<file path="src/rtl/rl_ram_arb_pkg.sv">
// Shared types and sizing helpers for the two-port RAM arbiter front end.
//   port_idx_t : selects one of the two requesters (0 = core, 1 = DMA/debug)
//   be_w()     : byte-enable width for a given data width
//   cnt_w()    : response FIFO occupancy counter width (holds 0..depth)
package rl_ram_arb_pkg;

  localparam int NUM_PORTS = 2;

  typedef logic port_idx_t;

  function automatic int be_w(input int dbits);
    return (dbits + 7) / 8;
  endfunction

  function automatic int cnt_w(input int depth);
    return $clog2(depth) + 1;
  endfunction

endpackage

</file>
<file path="src/rtl/rl_ram_arb_rspq.sv">
// Per-port read response queue: DEPTH-entry sync FIFO with a bypass path.
// When empty, an arriving RAM word is presented straight to the consumer and
// is only stored if the consumer does not take it that same cycle.
//   clk_i      : clock, rising edge
//   clr_i      : synchronous clear (pointers and count to zero)
//   in_vld_i   : RAM read data for this port arrives this cycle
//   in_data_i  : RAM read data
//   out_rdy_i  : consumer accepts the presented word
//   out_vld_o  : word presented (bypass or FIFO head)
//   out_data_o : presented word
//   push_o     : word written into storage this cycle
//   pop_o      : stored head removed this cycle
//   count_o    : stored words (0..DEPTH)
module rl_ram_arb_rspq
  import rl_ram_arb_pkg::*;
#(
  parameter  int DBITS = 32,
  parameter  int DEPTH = 2,
  localparam int CW    = cnt_w(DEPTH),
  localparam int AW    = $clog2(DEPTH)
) (
  input  logic             clk_i,
  input  logic             clr_i,
  input  logic             in_vld_i,
  input  logic [DBITS-1:0] in_data_i,
  input  logic             out_rdy_i,
  output logic             out_vld_o,
  output logic [DBITS-1:0] out_data_o,
  output logic             push_o,
  output logic             pop_o,
  output logic [CW-1:0]    count_o
);

  logic [DBITS-1:0] mem [DEPTH];
  logic [AW-1:0]    wptr, rptr;
  logic [CW-1:0]    count;
  logic             empty;

  assign empty      = (count == '0);
  assign out_vld_o  = ~empty | in_vld_i;
  assign out_data_o = empty ? in_data_i : mem[rptr];
  // Bypassed word consumed in its arrival cycle never touches storage.
  assign push_o     = in_vld_i & ~(empty & out_rdy_i);
  assign pop_o      = ~empty & out_rdy_i;
  assign count_o    = count;

  always_ff @(posedge clk_i) begin
    if (clr_i) begin
      wptr  <= '0;
      rptr  <= '0;
      count <= '0;
    end else begin
      if (push_o) begin
        mem[wptr] <= in_data_i;
        wptr      <= wptr + 1'b1;
      end
      if (pop_o) rptr <= rptr + 1'b1;
      count <= count + CW'(push_o) - CW'(pop_o);
    end
  end

endmodule

</file>
<file path="src/rtl/rl_ram_1rw_arb.sv">
// Two-requester round-robin front end for a 1RW single-port RAM.
// Grants are combinational; a read is granted only if its port's response
// queue has room for it (stored words + word in flight < RSP_DEPTH), so the
// queue can never overflow. RAM read data returns one cycle after grant.
//   clk_i / rst_i                 : clock, synchronous active-high reset
//   pN_req_i / pN_gnt_o           : request handshake, consumed on req&gnt
//   pN_addr_i/we_i/be_i/wdata_i   : request payload
//   pN_rsp_valid_o/ready_i/rdata_o: read response channel
//   ram_addr_o/we_o/be_o/din_o    : RAM pins, mirror granted request
//   ram_dout_i                    : RAM read data
module rl_ram_1rw_arb
  import rl_ram_arb_pkg::*;
#(
  parameter  int ABITS     = 10,
  parameter  int DBITS     = 32,
  parameter  int RSP_DEPTH = 2,
  localparam int BEW       = be_w(DBITS),
  localparam int CW        = cnt_w(RSP_DEPTH)
) (
  input  logic             clk_i,
  input  logic             rst_i,
  input  logic             p0_req_i,
  output logic             p0_gnt_o,
  input  logic [ABITS-1:0] p0_addr_i,
  input  logic             p0_we_i,
  input  logic [BEW-1:0]   p0_be_i,
  input  logic [DBITS-1:0] p0_wdata_i,
  output logic             p0_rsp_valid_o,
  input  logic             p0_rsp_ready_i,
  output logic [DBITS-1:0] p0_rsp_rdata_o,
  input  logic             p1_req_i,
  output logic             p1_gnt_o,
  input  logic [ABITS-1:0] p1_addr_i,
  input  logic             p1_we_i,
  input  logic [BEW-1:0]   p1_be_i,
  input  logic [DBITS-1:0] p1_wdata_i,
  output logic             p1_rsp_valid_o,
  input  logic             p1_rsp_ready_i,
  output logic [DBITS-1:0] p1_rsp_rdata_o,
  output logic [ABITS-1:0] ram_addr_o,
  output logic             ram_we_o,
  output logic [BEW-1:0]   ram_be_o,
  output logic [DBITS-1:0] ram_din_o,
  input  logic [DBITS-1:0] ram_dout_i
);

  localparam logic [CW:0] DEPTH_C = (CW+1)'(RSP_DEPTH);

  logic [NUM_PORTS-1:0]            req, we, rsp_rdy, rsp_vld;
  logic [NUM_PORTS-1:0]            ok, gnt, inflight, rq_push, rq_pop;
  logic [NUM_PORTS-1:0][ABITS-1:0] addr;
  logic [NUM_PORTS-1:0][BEW-1:0]   be;
  logic [NUM_PORTS-1:0][DBITS-1:0] wdata, rdata;
  logic [NUM_PORTS-1:0][CW-1:0]    cnt;
  port_idx_t                       ptr, win;

  assign req     = {p1_req_i, p0_req_i};
  assign we      = {p1_we_i, p0_we_i};
  assign rsp_rdy = {p1_rsp_ready_i, p0_rsp_ready_i};
  assign addr    = {p1_addr_i, p0_addr_i};
  assign be      = {p1_be_i, p0_be_i};
  assign wdata   = {p1_wdata_i, p0_wdata_i};

  assign p0_gnt_o       = gnt[0];
  assign p1_gnt_o       = gnt[1];
  assign p0_rsp_valid_o = rsp_vld[0];
  assign p1_rsp_valid_o = rsp_vld[1];
  assign p0_rsp_rdata_o = rdata[0];
  assign p1_rsp_rdata_o = rdata[1];

  for (genvar i = 0; i < NUM_PORTS; i++) begin : g_port
    // Writes need no response slot; reads need one reserved in the queue.
    assign ok[i] = req[i] &
                   (we[i] | (({1'b0, cnt[i]} + (CW+1)'(inflight[i])) < DEPTH_C));

    rl_ram_arb_rspq #(.DBITS(DBITS), .DEPTH(RSP_DEPTH)) u_rspq (
      .clk_i      (clk_i),
      .clr_i      (rst_i),
      .in_vld_i   (inflight[i]),
      .in_data_i  (ram_dout_i),
      .out_rdy_i  (rsp_rdy[i]),
      .out_vld_o  (rsp_vld[i]),
      .out_data_o (rdata[i]),
      .push_o     (rq_push[i]),
      .pop_o      (rq_pop[i]),
      .count_o    (cnt[i])
    );
  end

  always_comb begin
    gnt = '0;
    win = 1'b0;
    if (!rst_i) begin
      unique case (ok)
        2'b01:   win = 1'b0;
        2'b10:   win = 1'b1;
        2'b11:   win = ptr;
        default: win = 1'b0;
      endcase
      gnt[win] = |ok;
    end
  end

  always_comb begin
    ram_addr_o = '0;
    ram_we_o   = 1'b0;
    ram_be_o   = '0;
    ram_din_o  = '0;
    if (|gnt) begin
      ram_addr_o = addr[win];
      ram_we_o   = we[win];
      ram_be_o   = be[win];
      ram_din_o  = wdata[win];
    end
  end

  always_ff @(posedge clk_i) begin
    if (rst_i) begin
      ptr      <= 1'b0;
      inflight <= '0;
    end else begin
      inflight <= gnt & ~we;
      if (|gnt) ptr <= ~win;
    end
  end

endmodule

</file>
<file path="config.mk">
export PLATFORM = sky130hd
export DESIGN_NAME = rl_ram_1rw_arb
export DESIGN_NICKNAME = d
export VERILOG_FILES = /design/src/rtl/rl_ram_arb_pkg.sv /design/src/rtl/rl_ram_arb_rspq.sv /design/src/rtl/rl_ram_1rw_arb.sv
export SDC_FILE = /design/constraint.sdc
export NUM_CORES = 1
export LEC_CHECK = 0
export CORE_MARGIN = 5
export CORE_UTILIZATION = 45
export DETAILED_ROUTE_END_ITERATION = 8
export PLACE_DENSITY = 0.8
export SYNTH_ARGS = -nofsm -noshare
export SYNTH_HDL_FRONTEND = slang
export SYNTH_SLANG_ARGS = --single-unit
</file>
<file path="constraint.sdc">
create_clock -name clk_i -period 5.7 [get_ports clk_i]
set_clock_uncertainty 0.05 [all_clocks]
set_input_delay 1.14 -clock clk_i [delete_from_list [all_inputs] [get_ports clk_i]]
set_output_delay 1.14 -clock clk_i [all_outputs]
set_load 0.03 [all_outputs]
</file>
# Word-level counts from Yosys, hierarchy flattened
# Memory sizes are Yosys's and may differ from the RTL's. A register that Yosys moved wholly into a read port is not among the register bits.
# Index checks and enable logic that the tools add are counted.
[op_classes] addsub=10 multipliers=0 div_mod_pow=0 magnitude_cmp=5 n_eq_ne=2 shift=0 n_mux=30 n_bitwise=20 n_reduce_logical=5
[ops] cell="2-to-1 mux 32 bit" count=5
[ops] cell="2-to-1 mux 10 bit" count=3
[ops] cell="2-to-1 mux 1 bit" count=16
[ops] cell="2-to-1 mux 4 bit" count=3
[ops] cell="bitwise AND 1 bit" count=8
[ops] cell="adder 2 x 1 -> 3 bit" count=2
[ops] cell="less-than comparator 3 x 2 -> 1 bit, second input constant" count=2
[ops] cell="inverter 1 bit" count=5
[ops] cell="adder 1 bit, second input constant" count=4
[ops] cell="adder 2 x 1 -> 2 bit" count=2
[ops] cell="bitwise AND 2 bit" count=2
[ops] cell="== test 2 bit, second input constant" count=2
[ops] cell="zero test 2 bit" count=2
[ops] cell="less-than comparator 1 x 2 -> 1 bit, second input constant" count=2
[ops] cell="bitwise OR 1 bit" count=4
[ops] cell="OR reduction 2 bit" count=2
[ops] cell="subtractor 2 x 1 -> 2 bit" count=2
[ops] cell="2-to-1 mux 2 bit" count=1
[ops] cell="inverter 2 bit" count=1
[ops] cell="one-hot mux 1 bit (2 select lines)" count=1
[ops] cell="demux 1 bit (select 1 bit)" count=1
[ops] cell=">= comparator 1 bit, second input constant" count=1
[ops] cell="logical AND 1 bit" count=1
[word_totals] register_bits=11 latchBits=0 ram_bits=128 romBits=0 input_bits=132 out_inout_bits=115 wordCells=82 memories=2
[mem_list] memory="g_port[0].u_rspq.mem" words=2 width=32 read_ports=1 rd_clocked_by_memory_dff=1 write_ports=1 line="rl_ram_arb_rspq.sv:34" text="logic [DBITS-1:0] mem [DEPTH];"
[mem_list] memory="g_port[1].u_rspq.mem" words=2 width=32 read_ports=1 rd_clocked_by_memory_dff=1 write_ports=1 line="rl_ram_arb_rspq.sv:34"

# Longest topological paths before layout
[logic_depth] word_depth=15 depth_mapped=8

# Modules after synthesis
# A second synthesis with hierarchy kept.
[unflattened] cells_unflattened=585 area_unflattened_um2=7033.0
[modules_own_cells] module="rl_ram_arb_rspq" n_inst=2 cells_each=203 area_per_inst_um2=2862.7 seq_area_each_um2=2021.9
[modules_own_cells] module="rl_ram_1rw_arb" n_inst=1 cells_each=179 area_per_inst_um2=1307.5 seq_area_each_um2=60.1

# Worst setup path after synthesis
# No wires, ideal clock.
[synth_path] path_type="input -> register" start="input rst_i" end="memory g_port[0].u_rspq.mem[1][0] (enable)" setup_ps=468 t_arrival_ps=3914 slack_ps=1268 cell_stages=3 path_buffers=2 cell_sequence="buf_2 > clkbuf_1 > nor3b_1"
[synth_via] elab_chain_len=2
[synth_lines] item="from (decl)" line="rl_ram_1rw_arb.sv:21" text="input logic rst_i,"
[synth_lines] item="2-to-1 mux 1 bit" line="rl_ram_arb_rspq.sv:48" text="if (clr_i) begin"
[synth_lines] item="2-to-1 mux 1 bit (not written as such)" line="rl_ram_arb_rspq.sv:54" text="mem[wptr] <= in_data_i;"
[synth_lines] item="to (decl)" line="rl_ram_arb_rspq.sv:34"
# No other way between the ends.

# Worst setup path in the final report
[layout_path] start="input p1_we_i" end="output ram_din_o[2]"
[layout_via] elab_chain_len=13
[layout_lines] item="from (decl)" line="rl_ram_1rw_arb.sv:34" text="input logic p1_we_i,"
[layout_lines] item="bitwise OR 1 bit (*)" line="rl_ram_1rw_arb.sv:74" text="(we[i] | (({1'b0, cnt[i]} + (CW+1)'(inflight[i])) < DEPTH_C));"
[layout_lines] item="bitwise AND 1 bit (*)" line="rl_ram_1rw_arb.sv:73" text="assign ok[i] = req[i] &"
[layout_lines] item="== test 2 bit" line="rl_ram_1rw_arb.sv:94" text="unique case (ok)"
[layout_lines] item="one-hot mux 1 bit (2 select lines)" line="rl_ram_1rw_arb.sv:94"
[layout_lines] item="2-to-1 mux 1 bit" line="rl_ram_1rw_arb.sv:93" text="if (!rst_i) begin"
[layout_lines] item="less-than comparator 1 x 2 -> 1 bit (not written as such) or >= comparator 1 bit (tied branches)" line="rl_ram_1rw_arb.sv:100" text="gnt[win] = |ok;"
[layout_lines] item="logical AND 1 bit (not written as such)" line="rl_ram_1rw_arb.sv:100"
[layout_lines] item="2-to-1 mux 1 bit (not written as such)" line="rl_ram_1rw_arb.sv:100"
[layout_lines] item="demux 1 bit (select 1 bit)" line="rl_ram_1rw_arb.sv:100"
[layout_lines] item="bitwise AND 2 bit (no source line)"
[layout_lines] item="2-to-1 mux 2 bit" line="rl_ram_1rw_arb.sv:93"
[layout_lines] item="OR reduction 2 bit" line="rl_ram_1rw_arb.sv:109" text="if (|gnt) begin"
[layout_lines] item="2-to-1 mux 32 bit (*)" line="rl_ram_1rw_arb.sv:109"
[layout_lines] item="to (decl)" line="rl_ram_1rw_arb.sv:43" text="output logic [DBITS-1:0] ram_din_o,"
# Mark *: on every way between the ends. The rest lies on a longest branch, timed or not. The select of a mux whose other input is x is not followed.

==> impl_metrics.yaml <==
clock_network:
  cts_setup_buffers: 0
  tritoncts: "yes"
  cts-htree-levels: 4
  ctsHoldBuffers: 0
  cts_resized: 0
  clk_path_buf_depth: 2
  cts_sinks: 141
  cts-root-buf: "clkbuf_16"
  numCtsBuffers: 17
  clk_latency_ps: 410
  clkSlewWorstSetupHoldPaths_ps: 60
worst_setup_path:
  cp.arrival_ps: 3780
  crit_chain: "clkdlybuf4s50_1, o21ai_1, nand2b_2, buf_4, o32ai_1, clkdlybuf4s50_1"
  end_kind: "output pin"
  max_stage_delay_ps: 730
  cp.required_ps: 4510
  path_buf_inv: 3
  critPathKind: "in -> out"
  startpoint_type: "input pin"
  crit_top_cell: "clkdlybuf4s50_1"
  cp_slowest_cell: "clkdlybuf4s50_1"
  cp_max_fo: 42
  cp_top_family: "buffers and inverters"
grt:
  grt_antenna_before_repair: 0
  grt.overflow.total: 0
  grt_pass1_vias: 5467
  grt_pass1_wl_mm: 29.0
  grt_use_total_pct: 20.8
  grt_max_degree: 113
synth:
  ys_warn_count: 0
  syn_nets: 706
  syn-cell-area_um2: 6920
  yosysSeqAreaShare_pct: 59.3
  synth_cell_type_count: 29
  syn_area_per_cell_um2: 12.1
  yosys_register_bits: 141
  syn_inst: 570
route:
  via_count: 5303
  maxUsedRoutingLayer: "met4"
  drc: 0
  postRouteAntennaNets: 0
  wl_met2_mm: 9.90
  wl_met1_mm: 7.17
  dr.pass1.iters: 5
  drt_iter0_markers: 264
  wl_mm: 19.0
  met3WireLength_mm: 1.51
  via_per_inst: 5.31
  wl_per_cell_um: 19.0
flow_run:
  max_cap_violations: 0
pwr:
  intPower_mw: 2.49
  seqPwrFrac_pct: 32.9
  comb_power_share_pct: 37.8
  worst_ir_drop_vdd_mv: 0.228
  power-per-cell-area_nw_per_um2: 378
  p_leak_nw: 3.51
  p_clk_share_pct: 29.4
  switchingPower_mw: 1.31
  switching_share_pct: 34.4
floorplan:
  io-pin-count: 247
  core_area_um2: 15100
  die_area_um2: 18000
  chipHeight_um: 134
  start_util_pct: 45.7
  rows: 45
  dieWidth_um: 134
sta:
  worst_pin_slew_ps: 1120
  slew_headroom_pct: 25.0
  post-route-min-period_ps: 4970
  rsz0062_at_grt: "false"
  setup_tns_ps: 0
  final_max_slew_viol_count: 0
  setup_viol: 0
  finalHoldViolations: 0
  fmax_mhz: 201
  post-route-period-util_pct: 87.2
  hold-worst-slack_ps: 464
placement:
  dp_cells: 968
  gp_congestion: 0.849
  hpwlAfterDp_mm: 13.3
  post_dp_cell_area_um2: 9480
  portBuffers: 246
status:
  status: "finished clean"
cells_and_area:
  final_util_pct: 66.6
  instances_no_fill: 999
  register_area_um2: 4110
  areaGrowthSynthToFinish_pct: 45.7
  nNetsFinal: 935
  diodes: 0
  final_cell_area_um2: 10100
  multi_input_area_um2: 2430
  layout-drive-gt1-share_pct: 8.63
  nFillCells: 1091
hold_path:
  hp-class: "reg -> reg"
stage by stage:
stage               power, mW  worst slack [ps]
finish                   3.81               727
global route             3.96               582
CTS                      3.84               731
detailed placement       2.72               720
global placement         2.70               804
floorplan                2.11              1270
flip-flops by register name (all words and copies together), names as in the netlist, named ones only:
| name | flops |
|---|---|
| g_port.u_rspq.rptr | 2 |
| g_port.u_rspq.count_o | 4 |
| g_port.u_rspq.mem | 128 |
| inflight | 2 |
| ptr | 1 |
| g_port.u_rspq.wptr | 2 |
synthesized netlist by cell type (all sizes together):
cell      n  area (µm²)
a21oi    68         344
a32oi     1        8.76
and2      2        12.5
buf      30         170
clkbuf   14        52.6
dfxtp    13         260
edfxtp  128        3840
ha        4        50.1
inv      50         188
mux2i    64         641
nand2     1        3.75
nand2b   47         294
nor2     74         278
nor2b     3        18.8
nor3      5        25.0
nor3b     2        15.0
o211ai    2        42.5
o21ai     4        23.8
o32ai    46         553
or2       2        12.5
or3       2        12.5
xnor2     4        35.0
xor2      4        35.0
routing by layer:
metal,global-route usage (%),vias up
li1,-,2526
met4,7.26,0
met1,22.8,2519
met3,6.86,30
met2,37.8,228
met5,0,-
placed cells by master, fill, tap and decap left out, types with 9 or more instances in the layout:
cell	instances
mux2i_1	64
clkdlybuf4s50_1	245
a21oi_1	67
dfxtp_1	11
nor2_1	74
buf_4	9
o32ai_2	20
inv_1	50
edfxtp_1	128
clkbuf_16	17
nand2b_1	46
o32ai_1	26
power groups by stage:
stage	Clock (mW)	Sequential, mW	Combinational (mW)
2_1_floorplan	0	1.19	0.920
3_3_place_gp	0	1.27	1.42
3_5_place_dp	0	1.27	1.44
4_1_cts	1.14	1.25	1.45
5_1_grt	1.18	1.26	1.52
6_report	1.12	1.25	1.44
worst min-delay path, cell delays in order, from the launching register on:
cell,delay (ps)
dfxtp_1,320
xnor2_1,80
nor2_1,70
layout make-up:
class,count,area share (%)
clock buffer,19,4.29
timing repair buffer,254,25.0
tap,188,2.33
clock inverter,12,1.70
multi-input combinational,335,24.1
inverter,50,1.86
sequential,141,40.7
cells by family after synthesis:
| family | Yosys count | share of synthesized area [%] |
|---|---|---|
| xor+xnor | 8 | 1.01 |
| mux | 64 | 9.26 |
| buf+inv | 94 | 5.93 |
| flops | 141 | 59.3 |
| fa+ha+maj | 4 | 0.723 |
| compound gates | 121 | 14.1 |
| simple gates | 138 | 9.71 |
path summary, 6_finish.rpt:
check	from	end	slack, ps	depth (start not counted)
setup reg to reg	g_port[0].u_rspq.count_o[1]	g_port[0].u_rspq.mem[1][3]	3020	5
hold reg to reg	g_port[0].u_rspq.rptr	g_port[0].u_rspq.rptr	460	2
setup / recovery	p1_we_i	ram_din_o[2]	730	6
hold / removal	g_port[0].u_rspq.rptr	g_port[0].u_rspq.rptr	460	2
No activity file was read; power rests on OpenSTA's default activity.
